===== src/rtl/lab07_sort_sched_if.sv =====
// lab07_sort_sched_if: requester, sort-unit and response signals shared by the scheduler (slave) and its environment (master)
interface lab07_sort_sched_if;
  logic [1:0]  req_valid;
  logic [15:0] req_data0;
  logic [15:0] req_data1;
  logic [1:0]  req_mode0;
  logic [1:0]  req_mode1;
  logic [1:0]  req_ready;
  logic        u_in_valid;
  logic [3:0]  u_in_number;
  logic [1:0]  u_mode;
  logic        u_out_valid;
  logic [6:0]  u_out_result;
  logic [1:0]  rsp_valid;
  logic [6:0]  rsp_result;
  logic        rsp_timeout;
  logic        busy;
  modport slave(
    input  req_valid, req_data0, req_data1, req_mode0, req_mode1, u_out_valid, u_out_result,
    output req_ready, u_in_valid, u_in_number, u_mode, rsp_valid, rsp_result, rsp_timeout, busy
  );
  modport master(
    output req_valid, req_data0, req_data1, req_mode0, req_mode1, u_out_valid, u_out_result,
    input  req_ready, u_in_valid, u_in_number, u_mode, rsp_valid, rsp_result, rsp_timeout, busy
  );
endinterface


===== src/rtl/lab07_sort_sched.sv =====
// lab07_sort_sched: round-robin scheduler sharing one sort/arith unit between two requesters; ports clk, rst, bus (slave: requests in, unit stream out, responses out)
module lab07_sort_sched #(
  parameter int TIMEOUT = 127,
  parameter int CNT_W = 8
) (
  input logic clk,
  input logic rst,
  lab07_sort_sched_if.slave bus
);
  typedef enum logic [1:0] {IDLE, ISSUE, WAIT, RESP} state_t;
  state_t state_q, state_d;
  logic [15:0] data_q, data_d;
  logic [1:0] mode_q, mode_d, idx_q, idx_d;
  logic owner_q, owner_d, rr_q, rr_d, tout_q, tout_d;
  logic [CNT_W-1:0] wcnt_q, wcnt_d;
  logic [6:0] res_q, res_d;
  logic gnt, g;
  assign gnt = state_q == IDLE && |bus.req_valid;
  assign g = bus.req_valid == 2'b11 ? rr_q : bus.req_valid[1];
  always_ff @(posedge clk) begin
    if (rst) begin
      state_q <= IDLE;
      data_q <= '0;
      mode_q <= '0;
      idx_q <= '0;
      owner_q <= 1'b0;
      rr_q <= 1'b0;
      tout_q <= 1'b0;
      wcnt_q <= '0;
      res_q <= '0;
    end else begin
      state_q <= state_d;
      data_q <= data_d;
      mode_q <= mode_d;
      idx_q <= idx_d;
      owner_q <= owner_d;
      rr_q <= rr_d;
      tout_q <= tout_d;
      wcnt_q <= wcnt_d;
      res_q <= res_d;
    end
  end
  always_comb begin
    state_d = state_q;
    data_d = data_q;
    mode_d = mode_q;
    idx_d = idx_q;
    owner_d = owner_q;
    rr_d = rr_q;
    tout_d = tout_q;
    wcnt_d = wcnt_q;
    res_d = res_q;
    case (state_q)
      IDLE: if (gnt) begin
        state_d = ISSUE;
        data_d = g ? bus.req_data1 : bus.req_data0;
        mode_d = g ? bus.req_mode1 : bus.req_mode0;
        owner_d = g;
        rr_d = ~g;
        idx_d = '0;
      end
      ISSUE: begin
        idx_d = idx_q + 2'd1;
        if (idx_q == 2'd3) begin
          state_d = WAIT;
          wcnt_d = '0;
        end
      end
      WAIT: begin
        wcnt_d = wcnt_q + CNT_W'(1);
        if (bus.u_out_valid) begin
          state_d = RESP;
          res_d = bus.u_out_result;
          tout_d = 1'b0;
        end else if (wcnt_q == CNT_W'(TIMEOUT - 1)) begin
          state_d = RESP;
          res_d = '0;
          tout_d = 1'b1;
        end
      end
      default: state_d = IDLE;
    endcase
  end
  always_comb begin
    bus.req_ready = gnt ? (g ? 2'b10 : 2'b01) : 2'b00;
    bus.u_in_valid = state_q == ISSUE;
    bus.u_in_number = state_q == ISSUE ? data_q[{idx_q, 2'b00} +: 4] : 4'd0;
    bus.u_mode = mode_q;
    bus.rsp_valid = state_q == RESP ? (owner_q ? 2'b10 : 2'b01) : 2'b00;
    bus.rsp_result = state_q == RESP ? res_q : 7'd0;
    bus.rsp_timeout = state_q == RESP && tout_q;
    bus.busy = state_q != IDLE;
  end
endmodule

===== src/flat_wrapper.sv =====
// flat-port wrapper written by rule: the top's interface ports become plain ports
module lab07_sort_sched_flat 
#(
  parameter int TIMEOUT = 127,
  parameter int CNT_W = 8
)
  (clk, rst, bus_req_valid, bus_req_data0, bus_req_data1, bus_req_mode0, bus_req_mode1, bus_u_out_valid, bus_u_out_result, bus_req_ready, bus_u_in_valid, bus_u_in_number, bus_u_mode, bus_rsp_valid, bus_rsp_result, bus_rsp_timeout, bus_busy);
  lab07_sort_sched_if bus_i ();
  input logic clk;
  input logic rst;
  input wire logic [$bits(bus_i.req_valid)-1:0] bus_req_valid;
  input wire logic [$bits(bus_i.req_data0)-1:0] bus_req_data0;
  input wire logic [$bits(bus_i.req_data1)-1:0] bus_req_data1;
  input wire logic [$bits(bus_i.req_mode0)-1:0] bus_req_mode0;
  input wire logic [$bits(bus_i.req_mode1)-1:0] bus_req_mode1;
  input wire logic [$bits(bus_i.u_out_valid)-1:0] bus_u_out_valid;
  input wire logic [$bits(bus_i.u_out_result)-1:0] bus_u_out_result;
  output wire logic [$bits(bus_i.req_ready)-1:0] bus_req_ready;
  output wire logic [$bits(bus_i.u_in_valid)-1:0] bus_u_in_valid;
  output wire logic [$bits(bus_i.u_in_number)-1:0] bus_u_in_number;
  output wire logic [$bits(bus_i.u_mode)-1:0] bus_u_mode;
  output wire logic [$bits(bus_i.rsp_valid)-1:0] bus_rsp_valid;
  output wire logic [$bits(bus_i.rsp_result)-1:0] bus_rsp_result;
  output wire logic [$bits(bus_i.rsp_timeout)-1:0] bus_rsp_timeout;
  output wire logic [$bits(bus_i.busy)-1:0] bus_busy;
  assign bus_i.req_valid = bus_req_valid;
  assign bus_i.req_data0 = bus_req_data0;
  assign bus_i.req_data1 = bus_req_data1;
  assign bus_i.req_mode0 = bus_req_mode0;
  assign bus_i.req_mode1 = bus_req_mode1;
  assign bus_i.u_out_valid = bus_u_out_valid;
  assign bus_i.u_out_result = bus_u_out_result;
  assign bus_req_ready = bus_i.req_ready;
  assign bus_u_in_valid = bus_i.u_in_valid;
  assign bus_u_in_number = bus_i.u_in_number;
  assign bus_u_mode = bus_i.u_mode;
  assign bus_rsp_valid = bus_i.rsp_valid;
  assign bus_rsp_result = bus_i.rsp_result;
  assign bus_rsp_timeout = bus_i.rsp_timeout;
  assign bus_busy = bus_i.busy;
  lab07_sort_sched #(.TIMEOUT(TIMEOUT), .CNT_W(CNT_W)) u_core (.clk(clk), .rst(rst), .bus(bus_i));
endmodule

===== config.mk =====
export PLATFORM = sky130hd
export DESIGN_NAME = lab07_sort_sched_flat
export DESIGN_NICKNAME = d
export VERILOG_FILES = /design/src/rtl/lab07_sort_sched_if.sv /design/src/rtl/lab07_sort_sched.sv /design/src/flat_wrapper.sv
export SDC_FILE = /design/constraint.sdc
export NUM_CORES = 1
export LEC_CHECK = 0
export ABC_AREA = 1
export BUFFER_PORTS_ARGS = -buffer_cell sky130_fd_sc_hd__buf_2
export CORE_ASPECT_RATIO = 1.75
export CORE_UTILIZATION = 51
export DETAILED_ROUTE_END_ITERATION = 6
export PLACE_DENSITY = 0.8
export SYNTH_ARGS = -nofsm -noshare
export SYNTH_HDL_FRONTEND = slang
export SYNTH_SLANG_ARGS = --single-unit

===== constraint.sdc =====
create_clock -name clk -period 1.7 [get_ports clk]
set_input_delay 0.17 -clock clk [delete_from_list [all_inputs] [get_ports clk]]
set_output_delay 0.17 -clock clk [all_outputs]
set_load 0.01 [all_outputs]

==> results.cfg, run 1 <==
[run_status]
status = completed

[global_route]
grt_max_degree = 27
antenna_found_initial = 0
busiest_layer = met2
grt_pass1_wl_um = 8910
gr-total-overflow = 0
grt_pass1_vias = 2296
gr-usage-all-layers_pct = 26.1
use_met2_pct = 52.8
met3_usage_pct = 4.17
grt_use_met1_pct = 23.8

[timing]
hold_violations = 0
finalCritPeriodShare_pct = 96.1
final-setup-viol-count = 0
clock.fmax_mhz = 612
timing.final.crit_period_ns = 1.63
slew_headroom_pct = 78.0
fin_tns_setup_ns = 0
layout_setup_ws_ns = 0.0666
rsz0062_at_grt = true
worstMarginPinSlew_ns = 0.329
finalClockSkew_ns = 0.00454
drv_slew = 0

[yosys]
synth_top_area_share_pct = 37.4
synth_top_flop_cell = dfxtp_1
synth_top_area_cell = dfxtp_1
yosysWarnings = 0
synth_nets = 406
synth_edf_count = 0
ys_seq_area_share_pct = 37.4
ys_seq_elements = 40
syn-instance-count = 351
synthArstFlopShare_pct = 0
synth_cell_types = 20
avgSynthCellArea_um2 = 6.10
synth_area_leaders = dfxtp_1 37%, nand2_1 19%, nor2_1 13%
syn_area_um2 = 2140

[placement]
hpwl_um = 4110
io_buffers = 67
place.gp.congestion = 0.864
preCtsSetupSlack_ns = 0.171

[setup_path]
crit_chain = inv_1 > ha_2 > inv_2 > nor2_1 > buf_6 > buf_2
required_ns = 1.53
cp-end-kind = primary output
worstPathArrival_ns = 1.46
crit_path_max_fanout = 20
timing.rr.start = u_core.state_q[0]$_SDFFE_PP0P_
r2r-end = u_core.wcnt_q[5]$_SDFFE_PP0P_
ff2ff_setup_slack_ns = 0.18
rr_worst_depth = 8
slowest_stage = dfxtp_1
max_stage_delay_ns = 0.34
start_kind = flip-flop
crit_type = flip-flop to primary output

[clock_tree]
h-tree-depth = 2
cts_tree = built
clockBufferDepth = 2
cts_made_buffers = 5
clk_pin_slew_worst_paths_ns = 0.08
clock_latency_ns = 0.29
clock_sinks = 40
cts_root_buffer = clkbuf_8

[final_layout]
area.growth.synth_to_final_pct = 24.9
fin_nets = 479
drive_gt1_share_pct = 22.1
fill_cells = 384
finish.utilization_pct = 67.8
num_antenna_cells = 0

[power]
ir_worst_vdd_mv = 0.905
power.density_nw_per_um2 = 1250
total_leakage_power_nw = 1.47

[route]
dr.pass1.iters = 4
wirelength_um = 5440
num_vias = 2341
via_per_inst = 4.95
drtAntennaViolNets = 0
drc_errors = 0
drt-initial-drc-count = 46
avgRoutedWirePerCell_um = 11.5

[die]
rows = 30
dieArea_um2 = 4470
die_h_um = 87.7
start_util_pct = 54.3
core-area_um2 = 3940
ios = 68
die_x_um = 51.0

[min_path]
hold_path_depth = 3
hold_start = bus_u_out_result[0]
min_delay_worst_endpoint = u_core.res_q[0]$_SDFFE_PP0P_
hold_class = primary input to flip-flop

[run]
maxCapViolations = 0
[timing repair]
item / in CTS / in global routing
endpoints found under the setup margin: 2 / 6
pin swaps: 0 / 2
setup buffers: 0 / 2
gates resized for setup: 2 / 6
hold buffers: 0 / 0
[routing by layer]
layer  part of all wire (%)  up-vias  routed length (um)
li1                       -     1211                   -
met1                     37     1059                2020
met2                     58       60                3130
met3                    3.3       11                 179
met4                    2.0        0                 110
met5                      0        -                   0
[how the worst max path moves through the flow]
| stage | from | to | slack [ns] |
|---|---|---|---|
| 6_report | u_core.state_q[1]$_SDFFE_PP0P_ | bus_req_ready[1] | 0.07 |
| 3_3_place_gp | u_core.state_q[1]$_SDFFE_PP0P_ | u_core.state_q[0]$_SDFFE_PP0P_ | 0.24 |
| 5_1_grt | u_core.state_q[1]$_SDFFE_PP0P_ | bus_u_in_number[0] | -0.02 |
| 3_5_place_dp | u_core.state_q[1]$_SDFFE_PP0P_ | u_core.wcnt_q[5]$_SDFFE_PP0P_ | 0.17 |
| 4_1_cts | u_core.state_q[1]$_SDFFE_PP0P_ | bus_req_ready[1] | 0.01 |
| 2_1_floorplan | u_core.state_q[1]$_SDFFE_PP0P_ | u_core.wcnt_q[7]$_SDFFE_PP0P_ | 0.22 |
[sequential cells by signal (all words and copies together) (netlist names)]
name               flops
u_core.bus.u_mode      2
u_core.data_q         16
u_core.idx_q           2
u_core.owner_q         1
u_core.res_q           7
u_core.rr_q            1
u_core.state_q         2
u_core.tout_q          1
u_core.wcnt_q          8
[synthesized netlist by cell type, types with 2 or more instances]
master	instances
nand3_1	16
clkbuf_1	4
dfxtp_1	40
nand4_1	4
o21ai_0	11
buf_2	6
nor3_1	2
nor2_1	75
inv_2	2
inv_1	48
nand2_1	107
a21oi_1	22
ha_1	7
[kinds of logic after synthesis]
family          share of synthesized area (%)
xor+xnor                                0.409
fa+ha+maj                                4.09
flops                                    37.4
compound gates                           9.42
buf+inv                                  11.1
simple gates                             37.6
[stage by stage]
step / power [W] / std cells / cell area, um2 / hold WS, ns
floorplan: 0.00219 / 351 / 2140 / 0.319
finish: 0.00334 / 473 / 2670 / 0.121
CTS: 0.00330 / 471 / 2640 / 0.120
global placement: 0.00257 / 463 / 2540 / 0.427
detailed placement: 0.00260 / 463 / 2540 / 0.432
global route: 0.00362 / 473 / 2670 / 0.117
[power breakdown]
part           switching [W]  internal, W
Clock               0.000354     0.000332
Sequential          0.000127      0.00113
Combinational       0.000858     0.000540
[critical path: cells and delay by family, from the launching register on]
family	cells	cell delay, ns
adder cells (fa/ha/maj)	1	0.19
buffers and inverters	4	0.51
flip-flops	1	0.34
AND/OR/NAND/NOR	1	0.13
[final cells by class]
cell class | count | area [um2] | share of cell area (%)
Timing Repair Buffer | 76 | 407 | 15.2
Clock inverter | 2 | 13.8 | 0.515
Tap cell | 48 | 60.1 | 2.25
Sequential cell | 40 | 802 | 30.0
Inverter | 51 | 191 | 7.17
Multi-Input combinational cell | 250 | 1110 | 41.7
Clock buffer | 6 | 82.6 | 3.09
[layout by cell type, fill, tap and decap left out]
cell type / n
a21oi_1: 22
buf_2: 67
inv_2: 3
o21ai_0: 10
clkinv_1: 1
dfxtp_2: 1
nor2_1: 74
xor2_1: 1
dfxtp_1: 39
inv_6: 1
and3_1: 1
o21ai_4: 1
clkinv_2: 1
ha_2: 4
inv_1: 47
buf_4: 8
nand3_1: 16
nor3_1: 2
buf_6: 1
ha_1: 3
a211oi_1: 1
nand4_1: 4
clkbuf_8: 6
o21bai_1: 1
nor2_2: 1
o21ai_1: 2
nand2_1: 107
No activity file was read; power rests on OpenSTA's default activity.
==> run 2: changes to the inputs <==
Settings changed: REMOVE_ABC_BUFFERS set to 1.
==> run 2 against run 1 <==
Effect of this change: the flow now finishes with violations (setup timing); register-to-register slack is essentially flat; via count grew 0.17%; final area grew 1.0%; largest power group unchanged; highest routed layer unchanged.
==> results.cfg, run 2 (same netlist as run 1, synthesis figures left out) <==
[run_status]
status = finished, violations left
violations = setup timing

[power]
total_power_w = 0.00338
total_leakage_power_nw = 1.48
ir_worst_vdd_mv = 0.923
power.density_nw_per_um2 = 1250

[timing]
layout_setup_ws_ns = -0.0156
finalCritPeriodShare_pct = 101
drv_slew = 0
rsz0062_at_grt = true
clock.fmax_mhz = 583
holdWs_ns = 0.124
timing.final.crit_period_ns = 1.72
worstMarginPinSlew_ns = 0.307
final-setup-viol-count = 1
finalClockSkew_ns = 0.00780
hold_violations = 0
slew_headroom_pct = 79.3

[final_layout]
area.growth.synth_to_final_pct = 26.1
final_common_cell = nand2_1
drive_gt1_share_pct = 22.2
num_antenna_cells = 0
fill_cells = 386
largest_registers = u_core.data_q: 16 flops, u_core.wcnt_q: 8 flops, u_core.res_q: 7 flops
finish.utilization_pct = 68.5
fin_area_um2 = 2700
fin_nets = 481
largest_reg_flops = 16
layout_common_cells = 106 x nand2_1, 73 x nor2_1, 67 x buf_2
largest-register = u_core.data_q

[clock_tree]
clock_latency_ns = 0.29
clock_sinks = 40
cts_root_buffer = clkbuf_8
clk_pin_slew_worst_paths_ns = 0.08
h-tree-depth = 2
clockBufferDepth = 2
cts_tree = built
cts_made_buffers = 5

[route]
dr.pass1.iters = 4
drc_errors = 0
drtAntennaViolNets = 0
num_vias = 2345
wirelength_um = 5350
via_per_inst = 4.94
avgRoutedWirePerCell_um = 11.3
drt-initial-drc-count = 60

[die]
ios = 68
core-area_um2 = 3940
die_h_um = 87.7
rows = 30
start_util_pct = 54.3
die_x_um = 51.0
dieArea_um2 = 4470

[run]
maxCapViolations = 0

[setup_path]
crit_type = flip-flop to primary output
start_kind = flip-flop
worstPathArrival_ns = 1.55
cp-end-kind = primary output
crit_path_max_fanout = 10
r2r-end = u_core.wcnt_q[2]$_SDFFE_PP0P_
rr_worst_depth = 6
ff2ff_setup_slack_ns = 0.18
timing.rr.start = u_core.state_q[0]$_SDFFE_PP0P_
required_ns = 1.53

[placement]
io_buffers = 67
place_area_um2 = 2570
place.gp.congestion = 0.849
hpwl_um = 4000

[global_route]
grt_pass1_wl_um = 8670
gr-total-overflow = 0
gr-usage-all-layers_pct = 25.5
antenna_found_initial = 0
grt_pass1_vias = 2218
grt_max_degree = 27

[min_path]
hold_class = primary input to flip-flop
hold_start = bus_u_out_result[5]
hold_path_depth = 3
min_delay_worst_endpoint = u_core.res_q[5]$_SDFFE_PP0P_
-- run 2: cell types whose count changed in the layout (fill, tap and decap cells not counted), sizes merged --
cell      before  now
clkinvlp       0    1
buf           76   78
clkbuf         6    7
inv           51   50
clkinv         2    1
-- run 2: worst max path at each step --
stage                                         from                        endpoint  slack [ns]  cells after the start
floorplan           u_core.state_q[0]$_SDFFE_PP0P_  u_core.data_q[12]$_SDFFE_PP0P_       -0.02                      8
global placement    u_core.state_q[1]$_SDFFE_PP0P_   u_core.wcnt_q[2]$_SDFFE_PP0P_        0.17                      7
detailed placement  u_core.state_q[1]$_SDFFE_PP0P_   u_core.wcnt_q[2]$_SDFFE_PP0P_        0.17                      7
CTS                 u_core.state_q[0]$_SDFFE_PP0P_                bus_req_ready[0]       -0.02                      7
global route        u_core.state_q[1]$_SDFFE_PP0P_                bus_req_ready[0]       -0.12                      7
finish                u_core.idx_q[0]$_SDFFE_PP0P_              bus_u_in_number[1]       -0.02                      5
-- run 2: power by group --
group / total, W / switching (W) / internal, W
Combinational: 0.00146 / 0.000898 / 0.000564
Clock: 0.000665 / 0.000335 / 0.000330
Sequential: 0.00125 / 0.000123 / 0.00113
Total: 0.00338 / 0.00136 / 0.00202
-- run 2: area by class of cell --
type | instances | area [um2] | area share, %
Multi-Input combinational cell | 250 | 1120 | 41.6
Sequential cell | 40 | 801 | 29.7
Timing Repair Buffer | 78 | 430 | 15.9
Inverter | 51 | 191 | 7.09
Clock buffer | 7 | 86.3 | 3.20
Tap cell | 48 | 60.1 | 2.23
Clock inverter | 1 | 7.51 | 0.278
-- run 2: routing by layer --
metal / GRT usage [%] / wire length (um)
met5: 0 / 0
met4: 13.4 / 174
met3: 4.51 / 182
met2: 50.5 / 3050
met1: 23.6 / 1940
-- run 2: what timing repair did --
action                     in CTS  in global routing
pin swaps                       0                  1
setup buffers                   0                  2
setup endpoints to repair       6                  9
resized for setup               4                  4
hold buffers                    0                  0
-- run 2: per-stage QoR --
step                      TNS, ns  setup WS (ns)  instances
after detailed placement        0          0.171        465
after CTS                 -0.0216        -0.0216        473
final                     -0.0156        -0.0156        475
after global routing       -0.393         -0.118        475
after floorplan            -0.248        -0.0175        341
after global placement          0          0.166        465
-- run 2: worst max-delay path, cell delays in order (launching register included) --
cell,delay (ns)
dfxtp_1,0.34
buf_4,0.17
inv_1,0.13
o21ai_0,0.31
a21oi_1,0.14
buf_2,0.16
==> run 3: changes to the inputs <==
Settings changed: CELL_PAD_IN_SITES_DETAIL_PLACEMENT set to 1, CELL_PAD_IN_SITES_GLOBAL_PLACEMENT set to 1, CORE_UTILIZATION 51 to 34, PLACE_DENSITY 0.8 to not set, PLACE_DENSITY_LB_ADDON set to 0.1.
==> run 3 against run 2 <==
Effect of this change: the run now ends clean; count of clock-buffer cells in the layout down 1; first-iteration DRC count up 8.3%; power up 1.3%; sequential power about the same; highest routed layer unchanged; critical path type unchanged; largest cell class unchanged.
==> results.cfg, run 3 (same netlist as run 1, synthesis figures left out) <==
[run_status]
status = completed

[clock_tree]
clockBufferDepth = 2
clock_sinks = 40
cts_root_buffer = clkbuf_8
post_cts_buffers = 0
cts_tree = built
cts_made_buffers = 5
clock_latency_ns = 0.29
h-tree-depth = 2
postCtsHoldBufs = 0
clk_pin_slew_worst_paths_ns = 0.08
cts-resized-gates = 3

[setup_path]
ff2ff_setup_slack_ns = 0.18
max_stage_delay_ns = 0.36
crit_type = flip-flop to primary output
slowest_stage = dfxtp_1
rr_worst_depth = 8
cp_num_cells = 7
cpMostUsedCell = inv_2
crit_path_max_fanout = 6
required_ns = 1.53
start_kind = flip-flop
worstPathArrival_ns = 1.50
critPathBufInv = 4
crit_chain = inv_1 > ha_2 > inv_2 > nor2_2 > nand2_2 > inv_2 > buf_2
cp-end-kind = primary output
cp_top_family = buffers and inverters

[final_layout]
layout_common_cells = 106 x nand2_1, 73 x nor2_1, 67 x buf_2
fill_cells = 861
regArea_um2 = 801
final_common_cell = nand2_1
largest_reg_flops = 16
stdcell_count = 506
area.growth.synth_to_final_pct = 28.4
drive_gt1_share_pct = 22.9
largest-register = u_core.data_q
num_antenna_cells = 0
fin_nets = 482
multi_input_area_um2 = 1120
largest_registers = u_core.data_q: 16 flops, u_core.wcnt_q: 8 flops, u_core.res_q: 7 flops

[power]
ir_worst_vdd_mv = 0.495
power.density_nw_per_um2 = 1240
total_leakage_power_nw = 1.49

[route]
via_per_inst = 4.66
drt-initial-drc-count = 65
wirelength_um = 6180
drtAntennaViolNets = 0
dr.pass1.iters = 4
num_vias = 2359
drc_errors = 0
avgRoutedWirePerCell_um = 12.2

[global_route]
gr-usage-all-layers_pct = 20.5
grt_use_met1_pct = 20.0
gr-total-overflow = 0
busiest_layer = met2
antenna_found_initial = 0
grt_pass1_vias = 2398
grt_pass1_wl_um = 10200
use_met2_pct = 40.8
grt_max_degree = 27
met3_usage_pct = 3.02

[timing]
timing.final.crit_period_ns = 1.67
rsz0062_at_grt = true
holdWs_ns = 0.127
final-setup-viol-count = 0
fin_tns_setup_ns = 0
worstMarginPinSlew_ns = 0.303
layout_setup_ws_ns = 0.0260
slew_headroom_pct = 79.8
clock.fmax_mhz = 597
finalClockSkew_ns = 0.00379
finalCritPeriodShare_pct = 98.5
drv_slew = 0
hold_violations = 0

[placement]
io_buffers = 67
place.gp.congestion = 0.765
hpwl_um = 4870
preCtsSetupSlack_ns = 0.0932
dp_cells = 498

[die]
dieArea_um2 = 6630
start_util_pct = 35.8
ios = 68
rows = 37
die_x_um = 62.0
die_h_um = 107
core-area_um2 = 5970

[run]
maxCapViolations = 0

[min_path]
hold_path_depth = 3
hold_class = primary input to flip-flop
-- run 3: metal layers --
metal | vias up | part of all wire [%]
li1 | 1216 | -
met2 | 39 | 58
met4 | 0 | 1.2
met3 | 7 | 2.4
met1 | 1097 | 38
met5 | - | 0
-- run 3: layout make-up --
cell class	count	share of cell area, %
clock inverter	2	0.364
clock buffer	6	3.01
sequential	40	29.2
tap	78	3.55
timing repair buffer	79	15.9
inverter	51	7.11
multi-input combinational	250	40.9
-- run 3: power by group --
group | switching [W] | total (W) | internal [W]
Combinational | 0.000925 | 0.00150 | 0.000579
Clock | 0.000342 | 0.000666 | 0.000324
Sequential | 0.000122 | 0.00125 | 0.00113
-- run 3: worst paths after layout --
kind	start	end
max	u_core.state_q[1]$_SDFFE_PP0P_	bus_req_ready[0]
min	bus_u_out_result[6]	u_core.res_q[6]$_SDFFE_PP0P_
max reg2reg	u_core.state_q[1]$_SDFFE_PP0P_	u_core.state_q[0]$_SDFFE_PP0P_
min reg2reg	u_core.tout_q$_SDFFE_PP0P_	u_core.tout_q$_SDFFE_PP0P_
-- run 3: through the flow --
stage	instance area, um2	util [%]	power [W]
6_report	2750	46.0	0.00342
5_1_grt	2750	46.0	0.00372
4_1_cts	2730	45.7	0.00345
3_5_place_dp	2630	44.0	0.00276
3_3_place_gp	2630	44.0	0.00272
2_1_floorplan	2090	-	0.00214
-- run 3: worst register-to-register path, stage by stage (launching register included) --
cell     delay, ns
dfxtp_1       0.41
inv_1         0.10
ha_2          0.24
nand2_1       0.13
inv_1         0.05
nor2_1        0.25
nand3_1       0.11
nand2_1       0.08
nor2_1        0.05
